## src/rtl/mem_master_pkg.sv

```systemverilog
// Shared types and default widths for the memory burst master.
package mem_master_pkg;

    typedef enum logic [1:0] {
        IDLE  = 2'd0,
        WRITE = 2'd1,
        READ  = 2'd2,
        DRAIN = 2'd3
    } state_e;

    localparam int unsigned DEF_ADDR_W    = 8;
    localparam int unsigned DEF_DATA_W    = 8;
    localparam int unsigned DEF_LEN_W     = 4;
    localparam int unsigned DEF_RD_LAT    = 1;
    localparam int unsigned DEF_RSP_DEPTH = 4;
    localparam int unsigned ERR_W         = 8;

endpackage

```

## src/rtl/mem_rsp_fifo.sv

```systemverilog
// First-word-fall-through response FIFO with occupancy count; head_c is the
// unregistered read port of the storage array.
module mem_rsp_fifo #(
    parameter int unsigned WIDTH = 9,
    parameter int unsigned DEPTH = 4
) (
    input  logic                         clk,
    input  logic                         reset,
    input  logic                         push,
    input  logic [WIDTH-1:0]             push_data,
    input  logic                         pop,
    output logic [WIDTH-1:0]             head_c,
    output logic                         empty,
    output logic [$clog2(DEPTH+1)-1:0]   count
);

    localparam int unsigned PTR_W = $clog2(DEPTH);
    localparam int unsigned CNT_W = $clog2(DEPTH + 1);

    logic [WIDTH-1:0] mem_q [DEPTH];
    logic [PTR_W-1:0] wr_ptr;
    logic [PTR_W-1:0] rd_ptr;
    logic             full;
    logic             do_push;
    logic             do_pop;
    logic [CNT_W-1:0] count_d;

    // A pop in the same cycle frees the slot, so push into a full FIFO is legal then.
    always_comb begin
        do_push = push && (!full || pop);
        do_pop  = pop && !empty;
        count_d = count;
        case ({do_push, do_pop})
            2'b10:   count_d = CNT_W'(count + 1'b1);
            2'b01:   count_d = CNT_W'(count - 1'b1);
            default: count_d = count;
        endcase
    end

    always_ff @(posedge clk or negedge reset) begin
        if (!reset) begin
            wr_ptr <= '0;
            rd_ptr <= '0;
            count  <= '0;
            empty  <= 1'b1;
            full   <= 1'b0;
            for (int unsigned i = 0; i < DEPTH; i++) begin
                mem_q[i] <= '0;
            end
        end else begin
            if (do_push) begin
                mem_q[wr_ptr] <= push_data;
                wr_ptr        <= PTR_W'(wr_ptr + 1'b1);
            end
            if (do_pop) begin
                rd_ptr <= PTR_W'(rd_ptr + 1'b1);
            end
            count <= count_d;
            empty <= (count_d == '0);
            full  <= (count_d == CNT_W'(DEPTH));
        end
    end

    assign head_c = mem_q[rd_ptr];

    overflow_a: assert property (@(posedge clk) disable iff (!reset) !(push && full && !pop));

endmodule

```

## src/rtl/mem_burst_master.sv

```systemverilog
// Burst engine for the single-port synchronous memory bus: pattern writes,
// credit-limited reads and a buffered response stream.
// Optional read-data checker enabled by defining MEM_BURST_VERIFY_EN.
module mem_burst_master
    import mem_master_pkg::*;
#(
    parameter int unsigned ADDR_W    = DEF_ADDR_W,
    parameter int unsigned DATA_W    = DEF_DATA_W,
    parameter int unsigned LEN_W     = DEF_LEN_W,
    parameter int unsigned RD_LAT    = DEF_RD_LAT,
    parameter int unsigned RSP_DEPTH = DEF_RSP_DEPTH
) (
    input  logic              clk,
    input  logic              reset,
    input  logic              cmd_valid,
    output logic              cmd_ready,
    input  logic              cmd_write,
    input  logic [ADDR_W-1:0] cmd_addr,
    input  logic [LEN_W-1:0]  cmd_len,
    input  logic [DATA_W-1:0] cmd_wdata,
    output logic [ADDR_W-1:0] mem_addr,
    output logic              mem_wr_en,
    output logic              mem_rd_en,
    output logic [DATA_W-1:0] mem_wdata,
    input  logic [DATA_W-1:0] mem_rdata,
    output logic              rsp_valid,
    input  logic              rsp_ready,
    output logic [DATA_W-1:0] rsp_data,
    output logic              rsp_last,
    output logic              busy,
    output logic              done
`ifdef MEM_BURST_VERIFY_EN
    ,
    output logic [ERR_W-1:0]  err_count
`endif
);

    localparam int unsigned RSP_W  = DATA_W + 1;
    localparam int unsigned FCNT_W = $clog2(RSP_DEPTH + 1);
    localparam int unsigned CNT_W  = $clog2(RSP_DEPTH + RD_LAT + 2);

    state_e            state_q;
    state_e            state_d;
    logic [LEN_W-1:0]  len_q;
    logic [LEN_W-1:0]  len_d;
    logic [LEN_W-1:0]  beat_q;
    logic [LEN_W-1:0]  beat_d;
    logic [ADDR_W-1:0] mem_addr_d;
    logic [DATA_W-1:0] mem_wdata_d;
    logic              mem_wr_en_d;
    logic              mem_rd_en_d;
    logic              mem_last_q;
    logic              mem_last_d;
    logic              done_d;
    logic              handshake;

    logic [RD_LAT-1:0] vld_sr;
    logic [RD_LAT-1:0] last_sr;

    logic              push;
    logic              pop;
    logic [RSP_W-1:0]  head_c;
    logic              fifo_empty;
    logic [FCNT_W-1:0] fifo_count;
    logic [CNT_W-1:0]  inflight;
    logic [CNT_W-1:0]  committed;
    logic              credit_ok;

    assign handshake = cmd_valid && cmd_ready;
    assign push      = vld_sr[RD_LAT-1];
    assign rsp_valid = !fifo_empty;
    assign pop       = rsp_valid && rsp_ready;
    assign rsp_data  = head_c[DATA_W-1:0];
    assign rsp_last  = head_c[DATA_W];

    // Every outstanding strobe (on the bus or in the latency pipe) owns a FIFO slot.
    always_comb begin
        inflight = CNT_W'(mem_rd_en);
        for (int unsigned i = 0; i < RD_LAT; i++) begin
            inflight = CNT_W'(inflight + CNT_W'(vld_sr[i]));
        end
        committed = CNT_W'(inflight + CNT_W'(fifo_count));
        credit_ok = (committed < CNT_W'(RSP_DEPTH));
    end

    // Next-state and next-output logic; beat 0 is launched straight from IDLE.
    always_comb begin
        state_d     = state_q;
        len_d       = len_q;
        beat_d      = beat_q;
        mem_addr_d  = mem_addr;
        mem_wdata_d = mem_wdata;
        mem_wr_en_d = 1'b0;
        mem_rd_en_d = 1'b0;
        mem_last_d  = 1'b0;
        done_d      = 1'b0;
        case (state_q)
            IDLE: begin
                if (handshake) begin
                    len_d       = cmd_len;
                    beat_d      = '0;
                    mem_addr_d  = cmd_addr;
                    mem_wdata_d = cmd_wdata;
                    if (cmd_write) begin
                        mem_wr_en_d = 1'b1;
                        state_d     = WRITE;
                    end else begin
                        mem_rd_en_d = 1'b1;
                        mem_last_d  = (cmd_len == '0);
                        state_d     = (cmd_len == '0) ? DRAIN : READ;
                    end
                end
            end
            WRITE: begin
                if (beat_q == len_q) begin
                    done_d  = 1'b1;
                    state_d = IDLE;
                end else begin
                    beat_d      = LEN_W'(beat_q + 1'b1);
                    mem_wr_en_d = 1'b1;
                    mem_addr_d  = ADDR_W'(mem_addr + 1'b1);
                    mem_wdata_d = DATA_W'(mem_wdata + 1'b1);
                end
            end
            READ: begin
                if (credit_ok) begin
                    beat_d      = LEN_W'(beat_q + 1'b1);
                    mem_rd_en_d = 1'b1;
                    mem_addr_d  = ADDR_W'(mem_addr + 1'b1);
                    mem_last_d  = (LEN_W'(beat_q + 1'b1) == len_q);
                    if (mem_last_d) begin
                        state_d = DRAIN;
                    end
                end
            end
            DRAIN: begin
                if ((inflight == '0) && pop && rsp_last) begin
                    done_d  = 1'b1;
                    state_d = IDLE;
                end
            end
            default: state_d = IDLE;
        endcase
    end

    always_ff @(posedge clk or negedge reset) begin
        if (!reset) begin
            state_q    <= IDLE;
            len_q      <= '0;
            beat_q     <= '0;
            mem_addr   <= '0;
            mem_wdata  <= '0;
            mem_wr_en  <= 1'b0;
            mem_rd_en  <= 1'b0;
            mem_last_q <= 1'b0;
            vld_sr     <= '0;
            last_sr    <= '0;
            done       <= 1'b0;
            busy       <= 1'b0;
            cmd_ready  <= 1'b0;
        end else begin
            state_q    <= state_d;
            len_q      <= len_d;
            beat_q     <= beat_d;
            mem_addr   <= mem_addr_d;
            mem_wdata  <= mem_wdata_d;
            mem_wr_en  <= mem_wr_en_d;
            mem_rd_en  <= mem_rd_en_d;
            mem_last_q <= mem_last_d;
            vld_sr     <= RD_LAT'((vld_sr << 1) | RD_LAT'(mem_rd_en));
            last_sr    <= RD_LAT'((last_sr << 1) | RD_LAT'(mem_last_q));
            done       <= done_d;
            busy       <= (state_d != IDLE);
            cmd_ready  <= (state_d == IDLE);
        end
    end

    mem_rsp_fifo #(
        .WIDTH (RSP_W),
        .DEPTH (RSP_DEPTH)
    ) u_rsp_fifo (
        .clk       (clk),
        .reset     (reset),
        .push      (push),
        .push_data ({last_sr[RD_LAT-1], mem_rdata}),
        .pop       (pop),
        .head_c    (head_c),
        .empty     (fifo_empty),
        .count     (fifo_count)
    );

`ifdef MEM_BURST_VERIFY_EN
    logic [DATA_W-1:0] exp_q;

    // Popped read beats are expected to follow the seed pattern of the burst.
    always_ff @(posedge clk or negedge reset) begin
        if (!reset) begin
            exp_q     <= '0;
            err_count <= '0;
        end else begin
            if (handshake && !cmd_write) begin
                exp_q <= cmd_wdata;
            end else if (pop) begin
                exp_q <= DATA_W'(exp_q + 1'b1);
            end
            if (pop && (rsp_data != exp_q) && (err_count != {ERR_W{1'b1}})) begin
                err_count <= ERR_W'(err_count + 1'b1);
            end
        end
    end
`endif

endmodule

```

## config.mk

```make
export PLATFORM = sky130hd
export DESIGN_NAME = mem_burst_master
export DESIGN_NICKNAME = d
export VERILOG_FILES = /design/src/rtl/mem_master_pkg.sv /design/src/rtl/mem_rsp_fifo.sv /design/src/rtl/mem_burst_master.sv
export SDC_FILE = /design/constraint.sdc
export NUM_CORES = 1
export LEC_CHECK = 0
export ABC_AREA = 1
export BUFFER_PORTS_ARGS = -buffer_cell sky130_fd_sc_hd__buf_2
export CAP_MARGIN = 10
export CORE_MARGIN = 2
export CORE_UTILIZATION = 57
export DETAILED_ROUTE_END_ITERATION = 12
export PLACE_DENSITY = 0.8
export SLEW_MARGIN = 20
export SYNTH_ARGS = -nofsm -noshare
export SYNTH_HDL_FRONTEND = slang
export SYNTH_SLANG_ARGS = --single-unit
```

## constraint.sdc

```tcl
create_clock -name clk -period 2.3 [get_ports clk]
set_input_delay 0.115 -clock clk [delete_from_list [all_inputs] [get_ports clk]]
set_output_delay 0.115 -clock clk [all_outputs]
set_load 0.005 [all_outputs]
```

== Yosys cells after proc, flatten, opt, wreduce, memory -nomap -nowiden ==
Index checks and enable logic that the tools add are counted.
Storage, ports and cells
  flip-flop bits (word level): 79
  logic and storage cells: 110
Operators by class
  $lt $le $gt $ge: 4
  equal/unequal tests: 11
  muxes and demuxes: 41
  reductions and logical operators: 21
  add/sub/neg operators: 9
  bitwise operators: 2
Operator list (number)
  2-to-1 mux 8 bit: 5
  bitwise mux 36 bit: 1
  2-to-1 mux 9 bit: 3
  case mux 8 bit (3 select lines): 1
  binary-select mux 9 bit (select 2 bit): 1
  demux 9 bit (select 2 bit): 1
  adder 8 x 1 -> 8 bit (second input constant): 2
  case mux 8 bit (2 select lines): 1
  2-to-1 mux 1 bit: 12
  2-to-1 mux 2 bit: 6
  2-to-1 mux 4 bit: 3
  case mux 4 bit (3 select lines): 1
  == test 4 bit: 2
  case mux 1 bit (2 select lines): 4
  case mux 2 bit (4 select lines): 1
  logical AND 1 bit: 7
  == test 2 bit (second input constant): 3
  >= comparator 3 bit (second input constant): 2
  zero test 3 bit: 2
  != test 2 bit (second input constant): 3
  inverter 2 -> 3 bit: 2
  case mux 3 bit (2 select lines): 1
  adder 2 x 1 -> 2 bit (second input constant): 2
  adder 4 x 1 -> 4 bit (second input constant): 1
  other kinds (17): 21

== Logic depth before layout (Yosys ltp) ==
  word-level depth: 8
  mapped depth: 12

== By module ==
From an unflattened synthesis, not the netlist that was laid out.
Second synthesis, totals
  cells, all modules: 518
  area, all modules: 4199.0 um^2
By module, submodules not included
  mem_burst_master: seq. area each 850.8 um^2, area each 2109.5 um^2, cells each 295, times used 1
  mem_rsp_fifo: seq. area each 1127.3 um^2, area each 2089.5 um^2, cells each 223, times used 1

== Worst setup path after synthesis ==
OpenSTA, ideal clock, no wires.
  path type: reg2reg
  start: register u_rsp_fifo.empty
  end: register u_rsp_fifo.empty
  slack: 0.285 ns
  arrival time: 1.947 ns
  stages on the path, launching flop included: 11
  buffers on the path: 0
  cells stage by stage: dfstp_2 > inv_2 > nand2_2 > a21oi_4 > inv_1 > ha_1 > inv_1 > fa_1 > o21ai_0 > or2_2 > nor2_1
On the way
  longest elaborated chain between the ends: 7
  elaborated cells on any way between the ends: 9
  those cells by class: eq/ne: 2; mux: 1; reduce/logical: 6
RTL lines
  start, declared: line mem_rsp_fifo.sv:13  | output logic empty,
  start signal, assigned: line mem_rsp_fifo.sv:59  | empty <= (count_d == '0);
  zero test 1 bit *: line mem_burst_master.sv:71  | assign rsp_valid = !fifo_empty;
  named net rsp_valid: line mem_burst_master.sv:26  | output logic rsp_valid,
  logical AND 1 bit: line mem_burst_master.sv:72  | assign pop = rsp_valid && rsp_ready;
  logical OR 1 bit: line mem_rsp_fifo.sv:30  | do_push = push && (!full || pop);
  logical AND 1 bit: line mem_rsp_fifo.sv:30
  == test 2 x 1 -> 1 bit / == test 2 bit (equally long branches): line mem_rsp_fifo.sv:33  | case ({do_push, do_pop})
  case mux 3 bit (2 select lines) *: line mem_rsp_fifo.sv:33
  named net u_rsp_fifo.count_d[1]: line mem_rsp_fifo.sv:26  | logic [CNT_W-1:0] count_d;
  zero test 3 bit *: line mem_rsp_fifo.sv:59
Mark *: on every way through the listed nets, which the timed path passes. The rest lies on a longest branch.
A chain may end at the register's enable or synchronous reset.

== Final worst setup path ==
  start: register u_rsp_fifo.empty
  end: register u_rsp_fifo.full
On the way
  longest elaborated chain between the ends: 7
  elaborated cells on any way between the ends: 9
  those cells by class: eq/ne: 3; mux: 1; reduce/logical: 5
RTL lines
  zero test 1 bit *: line mem_rsp_fifo.sv:31, mem_burst_master.sv:71
  logical AND 1 bit: line mem_burst_master.sv:72
  logical OR 1 bit: line mem_rsp_fifo.sv:30
  logical AND 1 bit: line mem_rsp_fifo.sv:30
  == test 2 x 1 -> 1 bit / == test 2 bit (equally long branches): line mem_rsp_fifo.sv:33
  case mux 3 bit (2 select lines) *: line mem_rsp_fifo.sv:33
  named net u_rsp_fifo.count_d[1]: line mem_rsp_fifo.sv:26
  == test 3 bit *: line mem_rsp_fifo.sv:60  | full <= (count_d == CNT_W'(DEPTH));
  end signal, assigned: line mem_rsp_fifo.sv:60
  end, declared: line mem_rsp_fifo.sv:23  | logic full;
Marks and branches as above.

==> results.json <==
{
  "fin_cells": 672,
  "gp_congestion": 0.8894,
  "cts_max_level": 3,
  "antenna_found_initial": 0,
  "ios": 64,
  "crit_path_cell_trace": "inv_2, nand2_2, a21oi_4, inv_1, ha_1, inv_1, fa_2, o21ai_0, or2_4, nor2_2",
  "fin_crit_ps": 2174,
  "start_util_pct": 58.40,
  "grt_use_met1_pct": 29.67,
  "critPathLaunchType": "flip-flop",
  "hp-class": "in -> reg",
  "drt-initial-drc-count": 160,
  "timing.critical_path.from": "u_rsp_fifo.empty",
  "wirelength_mm": 8.948,
  "worst-path-max-fanout": 5,
  "synth_enable_flop_cells": 0,
  "ff2ff_setup_slack_ps": 130,
  "synth_top_flop_cell": "dfrtp_1",
  "clk_path_buf_depth": 2,
  "place_hpwl_mm": 6.365,
  "core_area_mm2": 0.007176,
  "vdd_drop_max_uv": 696.7,
  "grt_max_degree": 50,
  "cp_num_cells": 10,
  "status": "complete, no violations",
  "fillers": 561,
  "cts_tree": "built",
  "synth_seq_cells": 79,
  "slew-limit-headroom_pct": 58.96,
  "cap_violations": 0,
  "die_height_um": 89.74,
  "synthArstFlopShare_pct": 100.0,
  "p_leak_nw": 2.495,
  "power_density_mw_per_mm2": 1498,
  "viasPerCell": 5.265,
  "drive_gt1_share_pct": 23.91,
  "place_inst": 644,
  "critical-path-max-stage-delay_ps": 450,
  "crit_path_top_delay_cell": "fa_2",
  "clock_sinks": 79,
  "avgSynthCellArea_um2": 8.587,
  "die-area_mm2": 0.008053,
  "holdWs_ps": 26.33,
  "rr_endpoint": "u_rsp_fifo.full",
  "cts.clk_slew.worst_paths_ps": 80,
  "synth-seq-area-share_pct": 47.21,
  "diodes": 0,
  "worst_pin_slew_ps": 615.7,
  "drv_slew": 0,
  "finClkSkew_ps": 6.987,
  "routedWlPerCell_um": 13.32,
  "port_buffers": 63,
  "gr-total-overflow": 0,
  "finalHoldViolCount": 0,
  "grt_pass1_vias": 3517,
  "cp_num_buf_inv": 3,
  "setup_viol": 0,
  "worstSetupEndpointType": "flip-flop",
  "crit_arrival_ps": 2420,
  "num_rows": 31,
  "critical_path_class": "reg -> reg",
  "cts_buffers": 9,
  "grt_usage_pct": 23.77,
  "grt-busiest-layer": "met2",
  "synth_warnings": 0,
  "reg2reg_from": "u_rsp_fifo.empty",
  "clock_latency_ps": 350,
  "fmax_mhz": 460.1,
  "ant_nets": 0,
  "fin_crit_sh_pct": 94.50,
  "dr.pass1.iters": 5,
  "cts_root_buf": "clkbuf_8",
  "drc": 0,
  "r2r_cells": 10,
  "use_met2_pct": 40.09,
  "netlist_area_mm2": 0.004190,
  "crit_family": "adder cells",
  "synthCells": 488,
  "syn_to_final_growth_pct": 17.83,
  "vias": 3538,
  "die_w_um": 89.74,
  "synth_cell_types": 40,
  "finalNetCount": 617,
  "grt_pass1_wl_mm": 15.70,
  "crit_end": "u_rsp_fifo.full",
  "grt_util_met3_pct": 5.281,
  "synth_nets": 537,
  "path_common_cell": "inv_1",
  "cp_data_required_time_ps": 2550
}
[cells by family (layout without fill, tap and decap cells)]
| kind of cell | after synthesis | count (layout) | share of synthesized area [%] |
|---|---|---|---|
| AND/OR/NAND/NOR | 203 | 203 | 21.65 |
| AO/OA/AOI/OAI | 111 | 111 | 16.27 |
| flip-flops | 79 | 79 | 47.21 |
| buffers and inverters | 68 | 153 | 7.584 |
| adder cells (fa/ha/maj) | 16 | 16 | 4.957 |
| XOR/XNOR | 10 | 10 | 2.090 |
| multiplexers | 1 | 1 | 0.2389 |
[how the worst min path moves through the flow]
| stage | cells after the start | slack, ps | startpoint | to |
|---|---|---|---|---|
| 2_1_floorplan | 0 | -180 | reset | beat_q[0] |
| 3_3_place_gp | 1 | 170 | reset | u_rsp_fifo.mem_q[14] |
| 3_5_place_dp | 1 | 170 | reset | u_rsp_fifo.mem_q[14] |
| 4_1_cts | 3 | 8 | cmd_addr[1] | mem_addr[1] |
| 5_1_grt | 3 | 10 | cmd_addr[2] | mem_addr[2] |
| 6_report | 3 | 30 | cmd_wdata[5] | mem_wdata[5] |
[area by class of cell]
cell class              instances  area, µm²  share of cell area, %
well taps                      99      123.9                  2.509
clock buffers                  10      127.6                  2.585
repair buffers                 83      510.5                  10.34
flip-flops and latches         79       1978                  40.07
multi-input cells             341       1902                  38.52
clock inverters                 6      92.59                  1.875
inverters                      54      202.7                  4.105
[stage by stage]
stage	setup TNS, ps	worst slack (ps)	utilization (%)	cell area (µm²)	total power, mW
global route	-20.53	-20.53	68.81	4937	8.078
finish	0	126.4	68.81	4937	7.395
CTS	0	84.66	68.18	4892	7.293
global placement	0	237.0	64.13	4602	5.908
detailed placement	0	68.14	64.13	4602	6.111
floorplan	0	285.4	-	4190	5.101
[per-layer routing]
layer / vias up / share of wire (%) / wire length, µm
li1: 1743 / - / -
met1: 1668 / 43 / 3870
met2: 110 / 50 / 4465
met3: 17 / 5.1 / 456
met4: 0 / 1.7 / 155
met5: - / 0 / 0
[power by group]
part	leakage (nW)	switching (mW)	internal, mW
Sequential	0.980	0.516	2.02
Combinational	1.41	2.19	1.54
Clock	0.104	0.509	0.619
Total	2.49	3.21	4.18
[state kept, by name, indices dropped and copies added, names as in the netlist, 2 cells and up]
signal,count
u_rsp_fifo.count,3
mem_addr,8
u_rsp_fifo.rd_ptr,2
mem_wdata,8
state_q,2
len_q,4
u_rsp_fifo.mem_q,36
u_rsp_fifo.wr_ptr,2
beat_q,4
[Yosys cell counts, types with 3 or more instances]
cell type / number / area share, %
nand2_2: 6 / 0.90
nand2_4: 5 / 1.3
a21oi_1: 5 / 0.60
nor2_1: 37 / 3.3
nand2_1: 115 / 10
ha_1: 15 / 4.5
a31oi_1: 3 / 0.45
xnor2_1: 3 / 0.63
o21ai_0: 72 / 8.6
buf_6: 5 / 1.3
inv_2: 5 / 0.45
o22ai_1: 8 / 1.2
o21ai_1: 3 / 0.36
inv_1: 48 / 4.3
dfrtp_1: 78 / 47
a21oi_4: 5 / 1.9
clkbuf_1: 5 / 0.45
nand3_1: 23 / 2.7
nand3_2: 3 / 0.72
o211ai_1: 3 / 0.54
nor2_2: 6 / 0.90
a21oi_2: 5 / 1.0
xor2_1: 7 / 1.5
[layout by cell type (no fill, tap or decap), drive strengths merged]
| cell type | netlist | routed |
|---|---|---|
| fa | 1 | 1 |
| a21oi | 15 | 15 |
| xnor2 | 3 | 3 |
| buf | 8 | 76 |
| nand4 | 2 | 2 |
| dlygate4sd3 | 0 | 7 |
| mux2i | 1 | 1 |
| nand3 | 26 | 26 |
| dfrtp | 78 | 78 |
| ha | 15 | 15 |
| a31oi | 3 | 3 |
| dfstp | 1 | 1 |
| and2 | 1 | 1 |
| o22ai | 10 | 10 |
| or2 | 2 | 2 |
| xor2 | 7 | 7 |
| clkinvlp | 0 | 2 |
| inv | 53 | 55 |
| o211ai | 3 | 3 |
| clkinv | 1 | 1 |
| nand2 | 126 | 126 |
| nor4 | 1 | 1 |
| a22oi | 1 | 1 |
| nor2 | 45 | 45 |
| o31ai | 2 | 2 |
| clkbuf | 6 | 10 |
| o21ai | 77 | 77 |
| bufinv | 0 | 2 |
[tightest hold or removal path: cells and delay by family]
family / cells / cell delay (ps)
AO/OA/AOI/OAI: 2 / 130
buffers and inverters: 1 / 90
[what timing repair did]
action	4_1_cts	5_1_grt
buffers inserted	0	5
hold buffers	7	0
gates resized for setup	0	4
setup endpoints to repair	0	2
endpoints found under the hold margin	54	0
No activity file was read; power rests on OpenSTA's default activity.
